--- config.mk ---
export PLATFORM = sky130hd
export DESIGN_NAME = eq_gain_sequencer
export DESIGN_NICKNAME = d
export VERILOG_FILES = /design/src/rtl/eq_cfg_pkg.sv /design/src/rtl/eq_preset_rom.sv /design/src/rtl/eq_gain_sequencer.sv
export SDC_FILE = /design/constraint.sdc
export NUM_CORES = 1
export LEC_CHECK = 0
export CORE_ASPECT_RATIO = 1.75
export CORE_UTILIZATION = 31
export CTS_CLUSTER_SIZE = 12
export DETAILED_ROUTE_END_ITERATION = 7
export SLEW_MARGIN = 20
export SYNTH_ARGS = -nofsm -noshare
export SYNTH_HDL_FRONTEND = slang
export SYNTH_SLANG_ARGS = --single-unit
--- constraint.sdc ---
create_clock -name clk -period 2.45 [get_ports clk]
set_clock_uncertainty 0.05 [all_clocks]
set_input_delay 0.3675 -clock clk [delete_from_list [all_inputs] [get_ports clk]]
set_output_delay 0.3675 -clock clk [all_outputs]
set_load 0.05 [all_outputs]
--- src/rtl/eq_cfg_pkg.sv ---
// rtl/eq_cfg_pkg.sv - FSM encoding, defaults and preset ROM contents for eq_gain_sequencer
package eq_cfg_pkg;

  localparam int         NUM_BANDS_DEF   = 10;
  localparam int         NUM_PRESETS_DEF = 4;
  localparam logic [7:0] UNITY_CODE_DEF  = 8'h80;

  typedef enum logic [2:0] {
    ST_IDLE,
    ST_HOST_WR,
    ST_PRE_WR,
    ST_RAMP_WAIT,
    ST_RAMP_SWEEP,
    ST_DONE
  } eq_state_e;

  // Preset 0 is flat, preset 1 a rising tilt, presets 2/3 a gentle rise and a gentle fall.
  function automatic logic [7:0] preset_code(input logic [7:0] preset, input logic [7:0] band);
    logic [7:0] code;
    case (preset)
      8'd0:    code = UNITY_CODE_DEF;
      8'd1:    code = 8'h80 + (band << 3);
      8'd2:    code = 8'h60 + (band << 2);
      default: code = 8'hA0 - (band << 2);
    endcase
    return code;
  endfunction

endpackage

--- src/rtl/eq_preset_rom.sv ---
// rtl/eq_preset_rom.sv - combinational preset ROM: (preset index, band) -> 8-bit gain code
module eq_preset_rom
  import eq_cfg_pkg::*;
#(
  parameter int SEL_W = 2
) (
  input  logic [SEL_W-1:0] sel,
  input  logic [7:0]       band,
  output logic [7:0]       code
);

  always_comb code = preset_code(8'(sel), band);

endmodule

--- src/rtl/eq_gain_sequencer.sv ---
// rtl/eq_gain_sequencer.sv - gain-bank write sequencer arbitrating host writes and preset loads
// Optional soft preset ramp when EQ_GAIN_SOFT_RAMP_EN is defined.
module eq_gain_sequencer
  import eq_cfg_pkg::*;
#(
  parameter int         NUM_BANDS   = NUM_BANDS_DEF,
  parameter int         NUM_PRESETS = NUM_PRESETS_DEF,
  parameter logic [7:0] UNITY_CODE  = UNITY_CODE_DEF,
  parameter int         STEP_DIV    = 256
) (
  input  logic                           clk,
  input  logic                           rst_n,
  input  logic                           host_req,
  input  logic [7:0]                     host_addr,
  input  logic [7:0]                     host_data,
  output logic                           host_ack,
  output logic                           host_err,
  input  logic                           preset_req,
  input  logic [$clog2(NUM_PRESETS)-1:0] preset_sel,
  output logic                           preset_busy,
  output logic                           preset_done,
  output logic                           we,
  output logic [7:0]                     addr,
  output logic [7:0]                     data_out
);

  localparam int         SEL_W    = $clog2(NUM_PRESETS);
  localparam int         BW       = $clog2(NUM_BANDS);
  localparam logic [7:0] BAND_END = 8'(NUM_BANDS);

  eq_state_e        state_q, state_d;
  logic [7:0]       band_q, band_d;
  logic [SEL_W-1:0] sel_q, sel_d, rom_sel;
  logic [7:0]       shadow_q [NUM_BANDS];
  logic [7:0]       shadow_d [NUM_BANDS];
  logic [7:0]       rom_code [NUM_BANDS];
  logic             we_q, we_d, host_ack_q, host_ack_d, host_err_q, host_err_d;
  logic             preset_busy_q, preset_busy_d, preset_done_q, preset_done_d;
  logic [7:0]       addr_q, addr_d, data_q, data_d;
  logic             host_go, host_ok;
  logic [BW-1:0]    host_idx, band_idx;

  assign host_ok  = host_addr < BAND_END;
  assign host_idx = host_addr[BW-1:0];
  assign band_idx = band_q[BW-1:0];
  // Live select while idle so acceptance can use the codes in the same cycle.
  assign rom_sel  = (state_q == ST_IDLE) ? preset_sel : sel_q;

  for (genvar g = 0; g < NUM_BANDS; g++) begin : g_rom
    eq_preset_rom #(.SEL_W(SEL_W)) u_rom (
      .sel  (rom_sel),
      .band (8'(g)),
      .code (rom_code[g])
    );
  end

`ifdef EQ_GAIN_SOFT_RAMP_EN
  localparam int TW = (STEP_DIV > 1) ? $clog2(STEP_DIV) : 1;

  logic [TW-1:0] tick_q, tick_d;
  logic          tick, all_eq, ret_q, ret_d, pend_q, pend_d;
  logic [7:0]    target_q [NUM_BANDS];
  logic [7:0]    target_d [NUM_BANDS];
  logic [7:0]    cur, tgt;

  assign tick = (tick_q == TW'(STEP_DIV - 1));
  assign cur  = shadow_q[band_idx];
  assign tgt  = target_q[band_idx];

  always_comb begin
    tick_d = tick ? '0 : tick_q + 1'b1;
    all_eq = 1'b1;
    for (int i = 0; i < NUM_BANDS; i++)
      if (shadow_q[i] != target_q[i]) all_eq = 1'b0;
  end

  always_ff @(posedge clk) begin
    if (!rst_n) begin
      tick_q <= '0;
      ret_q  <= 1'b0;
      pend_q <= 1'b0;
      for (int i = 0; i < NUM_BANDS; i++) target_q[i] <= UNITY_CODE;
    end else begin
      tick_q   <= tick_d;
      ret_q    <= ret_d;
      pend_q   <= pend_d;
      target_q <= target_d;
    end
  end
`endif

  // Outputs are registered: each state computes what the bank sees in the following cycle.
  always_comb begin
    state_d       = state_q;
    band_d        = band_q;
    sel_d         = sel_q;
    shadow_d      = shadow_q;
    we_d          = 1'b0;
    addr_d        = '0;
    data_d        = '0;
    host_ack_d    = 1'b0;
    host_err_d    = 1'b0;
    preset_busy_d = preset_busy_q;
    preset_done_d = 1'b0;
    host_go       = 1'b0;
`ifdef EQ_GAIN_SOFT_RAMP_EN
    target_d = target_q;
    ret_d    = ret_q;
    pend_d   = pend_q;
`endif
    case (state_q)
      ST_IDLE: begin
        if (host_req) begin
          host_go = 1'b1;
`ifdef EQ_GAIN_SOFT_RAMP_EN
          ret_d = 1'b0;
`endif
        end else if (preset_req) begin
          sel_d         = preset_sel;
          preset_busy_d = 1'b1;
`ifdef EQ_GAIN_SOFT_RAMP_EN
          target_d = rom_code;
          state_d  = ST_RAMP_WAIT;
`else
          we_d        = 1'b1;
          data_d      = rom_code[0];
          shadow_d[0] = rom_code[0];
          band_d      = 8'd1;
          state_d     = ST_PRE_WR;
`endif
        end
      end
      ST_HOST_WR: begin
`ifdef EQ_GAIN_SOFT_RAMP_EN
        if (!ret_q) begin
          state_d = ST_IDLE;
        end else if (pend_q || tick) begin
          state_d = ST_RAMP_SWEEP;
          band_d  = '0;
          pend_d  = 1'b0;
        end else begin
          state_d = ST_RAMP_WAIT;
        end
`else
        state_d = ST_IDLE;
`endif
      end
      ST_PRE_WR: begin
        if (band_q == BAND_END) begin
          preset_done_d = 1'b1;
          preset_busy_d = 1'b0;
          state_d       = ST_DONE;
        end else begin
          we_d               = 1'b1;
          addr_d             = band_q;
          data_d             = rom_code[band_idx];
          shadow_d[band_idx] = rom_code[band_idx];
          band_d             = band_q + 8'd1;
        end
      end
`ifdef EQ_GAIN_SOFT_RAMP_EN
      ST_RAMP_WAIT: begin
        if (host_req) begin
          host_go = 1'b1;
          ret_d   = 1'b1;
          pend_d  = tick;
        end else if (tick) begin
          state_d = ST_RAMP_SWEEP;
          band_d  = '0;
        end
      end
      ST_RAMP_SWEEP: begin
        if (band_q == BAND_END) begin
          if (all_eq) begin
            preset_done_d = 1'b1;
            preset_busy_d = 1'b0;
            state_d       = ST_DONE;
          end else begin
            state_d = ST_RAMP_WAIT;
          end
        end else begin
          band_d = band_q + 8'd1;
          if (cur != tgt) begin
            we_d               = 1'b1;
            addr_d             = band_q;
            data_d             = (cur < tgt) ? cur + 8'd1 : cur - 8'd1;
            shadow_d[band_idx] = data_d;
          end
        end
      end
`endif
      ST_DONE: state_d = ST_IDLE;
      default: state_d = ST_IDLE;
    endcase
    if (host_go) begin
      host_ack_d = 1'b1;
      state_d    = ST_HOST_WR;
      if (host_ok) begin
        we_d               = 1'b1;
        addr_d             = host_addr;
        data_d             = host_data;
        shadow_d[host_idx] = host_data;
`ifdef EQ_GAIN_SOFT_RAMP_EN
        target_d[host_idx] = host_data;
`endif
      end else begin
        host_err_d = 1'b1;
      end
    end
  end

  always_ff @(posedge clk) begin
    if (!rst_n) begin
      state_q       <= ST_IDLE;
      band_q        <= '0;
      sel_q         <= '0;
      we_q          <= 1'b0;
      addr_q        <= '0;
      data_q        <= '0;
      host_ack_q    <= 1'b0;
      host_err_q    <= 1'b0;
      preset_busy_q <= 1'b0;
      preset_done_q <= 1'b0;
      for (int i = 0; i < NUM_BANDS; i++) shadow_q[i] <= UNITY_CODE;
    end else begin
      state_q       <= state_d;
      band_q        <= band_d;
      sel_q         <= sel_d;
      we_q          <= we_d;
      addr_q        <= addr_d;
      data_q        <= data_d;
      host_ack_q    <= host_ack_d;
      host_err_q    <= host_err_d;
      preset_busy_q <= preset_busy_d;
      preset_done_q <= preset_done_d;
      shadow_q      <= shadow_d;
    end
  end

  assign we          = we_q;
  assign addr        = addr_q;
  assign data_out    = data_q;
  assign host_ack    = host_ack_q;
  assign host_err    = host_err_q;
  assign preset_busy = preset_busy_q;
  assign preset_done = preset_done_q;

endmodule

======== Word-level counts from Yosys, hierarchy flattened ========
Index checks and enable logic that the tools add are counted.
Widths: inputs -> output; s select.
storage, ports and cells
  flip-flop bits (word level) ............. 34
  output and inout bits ................... 21
  word-level logic and storage cells ...... 88
cells by class
  add/sub/neg operators ................... 1
  magnitude comparators ................... 2
  eq/ne operators ......................... 11
  mux-type cells .......................... 48
  bitwise gates (word level) .............. 3
  reduce and logical (&&, ||, !) cells .... 12
operators with widths
  cell                 number
  $pmux 8 s3           8
  $mux 8               14
  $pmux 8 s2           3
  $bmux 8 s4           1
  $mux 1               14
  $mux 3               3
  $ne 3x3->1 const B   3
  $reduce_and 3->1     3
  $add 8x1->8 const B  1
  $eq 8x4->1 const B   1
  $lt 8x4->1 const B   1
  $ne 2x2->1 const B   4
  $reduce_and 4->1     2
  $mux 7               1
  $pmux 3 s2           1
  $ge 5x5->1 const B   1
  $not 4->5            1
  $pmux 1 s2           2
  $reduce_and 2->1     2
  $reduce_or 2->1      2
  $eq 3x2->1 const B   1
  $logic_not 3->1      1
  $eq 2x1->1 const B   1
  $eq 2x2->1 const B   1
  other kinds (4)      5

======== Logic depth before layout (Yosys ltp) ========
Gate-level depths: netlist of run 1.
  depth in word-level cells ............... 12
  gate-level depth with buffers ........... 9
  depth with buffers taken out ............ 8

======== Modules after synthesis ========
A second synthesis of run 1 with hierarchy kept.
second synthesis, totals
  cells, all modules ...................... 655
  area, all modules ....................... 5286.3 um^2
by module, submodules not included
  module                              times used  cells an instance  area an instance (um^2)
  eq_preset_rom (g_rom[0].u_rom ...)  9           44                 321.6
  eq_gain_sequencer                   1           216                2040.7
  eq_preset_rom (g_rom[5].u_rom)      1           43                 351.6

======== Worst setup path before layout of run 1 ========
OpenSTA, ideal clock, no wires.
  kind .................................... flip-flop to flip-flop
  start ................................... register state_q[2]
  end ..................................... register data_q[4] (netlist: data_out[4])
  setup time .............................. 0.117 ns
  arrival ................................. 2.060 ns
  data required time ...................... 2.283 ns
  setup slack ............................. 0.222 ns
  cell stages (with the launch flop) ...... 8
  buffers on the path ..................... 0
  clock period less this slack ............ 2.228 ns
  path through ............................ dfxtp_1 -> or4b_1 -> and2_1 -> inv_1 -> ha_1 -> nand2b_1 -> a311o_1 -> a32o_1
between the ends
  word-level cells in the longest chain between the ends .. 11
  elaborated cells between the ends (all ways) .. 22
  those cells by class .................... 3 x eq/ne; 17 x mux; 2 x reduce/logical
RTL lines
  item                                line                                               RTL
  from (decl)                         eq_gain_sequencer.sv:31                            eq_state_e state_q, state_d;
  from (signal assigned)              eq_gain_sequencer.sv:226                           state_q <= state_d;
  $logic_not 3->1                     eq_gain_sequencer.sv:47, eq_gain_sequencer.sv:111
  $mux 2                              eq_gain_sequencer.sv:47                            assign rom_sel = (state_q == ST_IDLE) ? preset_sel : sel_q;
  $eq 2x2->1 (tied with other cells)  eq_cfg_pkg.sv:20                                   case (preset)
  $pmux 8 s3                          eq_cfg_pkg.sv:20
  $bmux 8 s4                          --
  $mux 8 (2 in series)                --
  $mux 8                              eq_gain_sequencer.sv:149                           if (band_q == BAND_END) begin
  $pmux 8 s2                          eq_gain_sequencer.sv:111                           case (state_q)
  $mux 8                              eq_gain_sequencer.sv:198                           if (host_ok) begin
  $mux 8 *                            eq_gain_sequencer.sv:195                           if (host_go) begin
  to (signal assigned)                eq_gain_sequencer.sv:231                           data_q <= data_d;
  to (decl)                           eq_gain_sequencer.sv:39                            logic [7:0] addr_q, addr_d, data_q, data_d;
Every way passes the cells marked *; elsewhere a longest branch is shown, timed or not. The select of a mux whose other input is x is not followed.
A chain may end at the register's enable or synchronous reset.

======== Worst setup path after layout of run 1 ========
  start ................................... register state_q[1]
  end ..................................... register data_q[4] (netlist: data_out[4])
Same word-level chain as after synthesis.

==> results of run 1 <==
per-layer routing:
metal  up-vias  GRT usage [%]  share of wire (%)
li1        752              -                  -
met1       694           18.7                 39
met2        57           30.8                 53
met3         9           3.81                5.8
met4         0           8.44                2.8
met5         -              0                  0
power by group through the flow:
stage | combinational, mW | clock [mW] | sequential [mW]
final | 0.219 | 0.541 | 0.579
after global routing | 0.236 | 0.572 | 0.581
after CTS | 0.219 | 0.549 | 0.578
after detailed placement | 0.216 | 0 | 0.591
after global placement | 0.215 | 0 | 0.591
after floorplan | 0.0919 | 0 | 0.618
worst max-delay path, stage by stage, from the launching register on:
cell and delay (ns):
dfxtp_1 0.43, or4b_4 0.53, and2_1 0.16, inv_1 0.08, ha_1 0.25, nand2b_1 0.15, a311o_1 0.36, a32o_1 0.24
cells in the final DEF, fill, tap and decap left out, drive strengths merged, types with 3 or more instances in the layout:
master and instances:
a21oi 9, a21o 5, a32o 5, clkbuf 6, clkdlybuf4s50 41, o21a 4, and2 9, nand3 9
nor3 5, buf 9, o21ai 7, a211oi 4, inv 9, ha 6, nand2 13, nor2 13
dfxtp 34, a31oi 3, xor2 3
final cells by class:
| cell class | instances | area, um^2 |
|---|---|---|
| clock buffer | 6 | 82.6 |
| clock inverter | 1 | 30.0 |
| fill | 504 | 2750 |
| inverter | 9 | 33.8 |
| multi-input combinational | 129 | 887 |
| sequential | 34 | 681 |
| tap | 54 | 67.6 |
| timing repair buffer | 51 | 490 |
state kept, by name, indices dropped and copies added, names as in the netlist:
register,count
preset_busy,1
band_q,8
sel_q,2
we,1
preset_done,1
addr,8
host_err,1
host_ack,1
data_out,8
state_q,3
worst max path at each step:
stage / from / to / depth (start not counted)
floorplan: state_q[2] / data_out[4] / 7
global placement: preset_sel[1] / data_out[4] / 8
detailed placement: preset_sel[1] / data_out[4] / 8
CTS: preset_sel[1] / data_out[4] / 8
global route: state_q[1] / data_out[4] / 8
finish: state_q[1] / data_out[4] / 7
metrics by stage:
stage / total power, mW / setup TNS (ns) / worst slack, ns / utilization [%] / instance area, um^2
4_1_cts: 1.35 / 0 / 0.0408 / 45.1 / 2270
3_5_place_dp: 0.807 / -0.335 / -0.248 / 42.9 / 2150
5_1_grt: 1.39 / 0 / 0.0271 / 45.3 / 2270
2_1_floorplan: 0.710 / 0 / 0.222 / - / 1650
6_report: 1.34 / 0 / 0.109 / 45.3 / 2270
3_3_place_gp: 0.807 / -0.283 / -0.241 / 42.9 / 2150
kinds of logic after synthesis:
family / Yosys count / synth area share, %
and+or+nand+nor: 70 / 24.8
DFF: 34 / 41.3
AOI/OAI and AO/OA: 49 / 22.2
xor gates and xnor gates: 4 / 2.13
adders and majority gates: 6 / 4.56
buffers and inverters: 18 / 5.01
==> flow_summary.yaml, run 1 <==
outcome:
  outcome: "finished, violations left"
  violations: "design-rule violations"
detailed_routing:
  drt_iter0_markers: 55
  postRouteAntennaNets: 0
  dr.pass1.iters: 6
  drt-total-wl_um: 4600
  vias: 1512
  avgRoutedWirePerCell_um: 16.2
  drc: 6
  via_per_inst: 5.32
sta:
  setup_violations: 0
  timing.fmax_mhz: 427
  slew_viol_final: 0
  tightest_slew_ns: 0.502
  slew_headroom_pct: 66.5
  period_needed_ns: 2.34
  final_hold_viol_count: 0
  period_share_pct: 95.6
  fin_hold_ws_ns: 0.361
  rsz0062_at_grt: "false"
worst_setup_path:
  reg2reg_depth: 7
  arrival_ns: 2.47
  endpoint_kind: "register"
  r2r_setup_slack_ns: 0.11
  rr_startpoint: "state_q[1]"
  critPathKind: "reg -> reg"
  path_max_fanout: 10
  cp-start-kind: "register"
  timing.rr.end: "data_out[4]"
  cp.required_ns: 2.58
synthesis:
  synth_area_per_cell_um2: 9.10
  yosysWarnings: 0
  ys.flop_type: "dfxtp_1"
  async_reset_ff_share_pct: 0
  netlist_area_um2: 1650
  synth-edff-count: 0
  synth_commonest_cells: "34 x dfxtp_1, 13 x nand2_1, 13 x nor2_1"
  yosysMostFrequentCell: "dfxtp_1"
  synth.distinct_cells: 51
  synth_area_leaders: "dfxtp_1 41%, ha_1 4.6%, and2_1 3.4%"
  synthesis.nets: 209
  yosys_register_bits: 34
  synthCells: 181
  synth_top_area_share_pct: 41.3
  seq_area_frac_synth_pct: 41.3
  yosysTopAreaCell: "dfxtp_1"
clock_tree:
  h-tree-depth: 2
  numCtsBuffers: 5
  ctsResizeCount: 0
  cts_tree: "done"
  cts.clk_slew.worst_paths_ns: 0.08
  postCtsSetupBuffers: 0
  clk_latency_ns: 0.29
  cts_max_path_buffers: 2
  cts_root_buf: "clkbuf_8"
  cts.sinks: 34
  hold_buffers: 0
hold_path:
  worstHoldPathType: "in -> reg"
  hold_start: "preset_sel[1]"
  holdPathStages: 3
  hold_path_end: "sel_q[1]"
power:
  p_per_area_nw_per_um2: 590
  p_switching_mw: 0.345
  p_comb_share_pct: 16.4
  power.leakage_nw: 0.893
  clockPowerShare_pct: 40.4
  seq_power_share_pct: 43.2
  switching_share_pct: 25.8
  irDropWorstVdd_v: 0.000302
  internal_power_mw: 0.995
placement:
  io_buffers: 42
  dpl.hpwl_um: 3370
  routabilityCongestion: 0.833
  dp_cells: 277
die:
  start_util_pct: 32.8
  die_w_um: 57.1
  coreArea_um2: 5020
  num_io_pins: 43
  die_h_um: 98.4
  die-area_um2: 5620
  num_rows: 34
layout:
  stdcell_count: 284
  final_nets: 258
  synthToLayoutAreaGrowth_pct: 38.0
  antennaDiodeCount: 0
  drive_gt1_share_pct: 9.57
global_routing:
  overflow: 0
  grt_pass1_vias: 1474
  grt_pass1_wl_um: 7420
  grt_max_degree: 16
  grt_antenna_before_repair: 0
  track_usage_pct: 17.2
job:
  maxCapViolCount: 0
Note: power is estimated with default switching activity, not from simulation.
==> run 2, diff against run 1 <==
--- a/config.mk
+++ b/config.mk
@@ -7,8 +7,10 @@
 export LEC_CHECK = 0
 export CORE_ASPECT_RATIO = 1.75
 export CORE_UTILIZATION = 31
+export CTS_BUF_LIST = sky130_fd_sc_hd__clkbuf_8
 export CTS_CLUSTER_SIZE = 12
 export DETAILED_ROUTE_END_ITERATION = 7
+export GPL_ROUTABILITY_DRIVEN = 1
 export SLEW_MARGIN = 20
 export SYNTH_ARGS = -nofsm -noshare
 export SYNTH_HDL_FRONTEND = slang
==> constraint.sdc (replaced) <==
create_clock -name clk -period 2.45 [get_ports clk]
set_clock_uncertainty 0.05 [all_clocks]
set_input_delay 0.3675 -clock clk [delete_from_list [all_inputs] [get_ports clk]]
set_output_delay 0.3675 -clock clk [all_outputs]
set_load 0.01 [all_outputs]
==> results of run 2 <==
The final DEF is identical to that of run 1. Status: finished, violations left: design-rule violations.
Main changes from that run: total power 1.34 mW -> 1.31 mW
==> run 3, diff against run 2 <==
--- a/config.mk
+++ b/config.mk
@@ -11,6 +11,7 @@
 export CTS_CLUSTER_SIZE = 12
 export DETAILED_ROUTE_END_ITERATION = 7
 export GPL_ROUTABILITY_DRIVEN = 1
+export PLACE_DENSITY_LB_ADDON = 0.1
 export SLEW_MARGIN = 20
 export SYNTH_ARGS = -nofsm -noshare
 export SYNTH_HDL_FRONTEND = slang
==> flow_summary.yaml, run 3 (synthesis results as in run 1) <==
outcome:
  outcome: "finished, violations left"
  violations: "design-rule violations"
clock_tree:
  cts_tree: "done"
  cts_root_buf: "clkbuf_8"
  hold_buffers: 0
  h-tree-depth: 2
  clk_latency_ns: 0.28
  cts.sinks: 34
  cts_max_path_buffers: 2
  cts.clk_slew.worst_paths_ns: 0.07
  numCtsBuffers: 5
worst_setup_path:
  cp.required_ns: 2.57
  r2r_setup_slack_ns: 0.14
  cp.depth: 8
  crit_path_top_delay_cell: "clkdlybuf4s50_1"
  cp-start-kind: "input port"
  arrival_ns: 2.49
  worstPathCellList: "clkdlybuf4s50_1, or4b_4, and2_4, inv_2, ha_1, nand2b_1, a311o_1, a32o_1"
  path_buf_inv: 2
  crit_start: "preset_sel[1]"
  timing.rr.end: "data_out[4]"
  critPathKind: "in -> reg"
  path_max_fanout: 2
  cpPeakStageDelay_ns: 0.48
  reg2reg_depth: 8
  endpoint_kind: "register"
  cpLargestDelayFamily: "simple AND/OR/NAND/NOR gates"
  rr_startpoint: "state_q[1]"
power:
  p_switching_mw: 0.290
  p_per_area_nw_per_um2: 524
  clockPowerShare_pct: 34.1
  p_comb_share_pct: 16.8
  seq_power_share_pct: 49.1
  switching_share_pct: 24.6
  p_total_mw: 1.18
  irDropWorstVdd_v: 0.000273
  power.leakage_nw: 0.876
  internal_power_mw: 0.889
hold_path:
  worstHoldPathType: "reg -> reg"
  holdPathStages: 2
  hold_path_end: "sel_q[0]"
  hold_start: "sel_q[0]"
sta:
  setup_violations: 0
  timing.fmax_mhz: 422
  period_needed_ns: 2.37
  period_share_pct: 96.7
  slew_headroom_pct: 65.1
  final_hold_viol_count: 0
  tightest_slew_ns: 0.523
  setup_tns_ns: 0
  slew_viol_final: 0
  rsz0062_at_grt: "false"
  fin_hold_ws_ns: 0.423
layout:
  stdcell_count: 284
  drive_gt1_share_pct: 10.4
  final_cell_mix: "42 x clkdlybuf4s50_1, 34 x dfxtp_1, 13 x nor2_1, 13 x nand2_1, 10 x buf_4"
  layout_commonest_cell: "clkdlybuf4s50_1"
  synthToLayoutAreaGrowth_pct: 36.6
  fill_cells: 511
  antennaDiodeCount: 0
  post-route-cell-area_um2: 2250
  final_nets: 259
job:
  maxCapViolCount: 0
detailed_routing:
  drc: 13
  dr.pass1.iters: 6
  drt-total-wl_um: 4640
  via_per_inst: 5.36
  vias: 1522
  avgRoutedWirePerCell_um: 16.3
  drt_iter0_markers: 56
  postRouteAntennaNets: 0
global_routing:
  track_usage_pct: 17.3
  grt_max_degree: 16
  grt_pass1_wl_um: 7540
  grt_pass1_vias: 1538
  overflow: 0
  grt_antenna_before_repair: 0
die:
  die-area_um2: 5620
  coreArea_um2: 5020
  num_io_pins: 43
  die_h_um: 98.4
  die_w_um: 57.1
  num_rows: 34
  start_util_pct: 32.8
placement:
  dpl.hpwl_um: 3590
  routabilityCongestion: 0.864
  io_buffers: 42
  dp_cells: 278
  post_dp_cell_area_um2: 2160
run 3: metrics by stage:
| stage | util, % | worst slack (ns) |
|---|---|---|
| floorplan | - | 0.222 |
| global placement | 43.0 | -0.235 |
| detailed placement | 43.0 | -0.243 |
| CTS | 44.7 | 0.0530 |
| global route | 44.8 | 0.0202 |
| finish | 44.8 | 0.0819 |
run 3: power groups by stage:
stage / Combinational, mW / Clock [mW] / Sequential [mW]
2_1_floorplan: 0.0919 / 0 / 0.593
3_3_place_gp: 0.193 / 0 / 0.591
3_5_place_dp: 0.194 / 0 / 0.591
4_1_cts: 0.195 / 0.420 / 0.579
5_1_grt: 0.217 / 0.442 / 0.580
6_report: 0.198 / 0.402 / 0.579
run 3: metal layers:
layer | up-vias | GRT usage [%] | share of wire, %
met5 | - | 0 | 0
met4 | 0 | 7.32 | 1.4
met3 | 6 | 3.81 | 5.9
met2 | 58 | 31.6 | 53
met1 | 704 | 18.6 | 40
li1 | 754 | - | -
run 3: worst max path at each step:
stage	to	slack, ns
floorplan	data_out[4]	0.22
global placement	data_out[4]	-0.24
detailed placement	data_out[4]	-0.24
CTS	data_out[4]	0.05
global route	data_out[4]	0.02
finish	data_out[4]	0.08
run 3: final cells by class:
cell class                 instances  area (um^2)  share of cell area (%)
tap                               54         67.6                    3.00
timing repair buffer              52          495                    22.0
multi-input combinational        129          890                    39.5
clock buffer                       6         82.6                    3.67
sequential                        34          681                    30.3
inverter                           9         33.8                    1.50
run 3: what timing repair did:
action / in CTS / in global routing
endpoints found under the setup margin: 0 / 2
setup buffers: 0 / 0
gates resized for setup: 0 / 3
run 3: tightest hold or removal path, delay by kind of cell (launching register included):
family,cells,cell delay (ns)
DFF,1,0.31
AOI/OAI and AO/OA,1,0.06
and+or+nand+nor,1,0.05
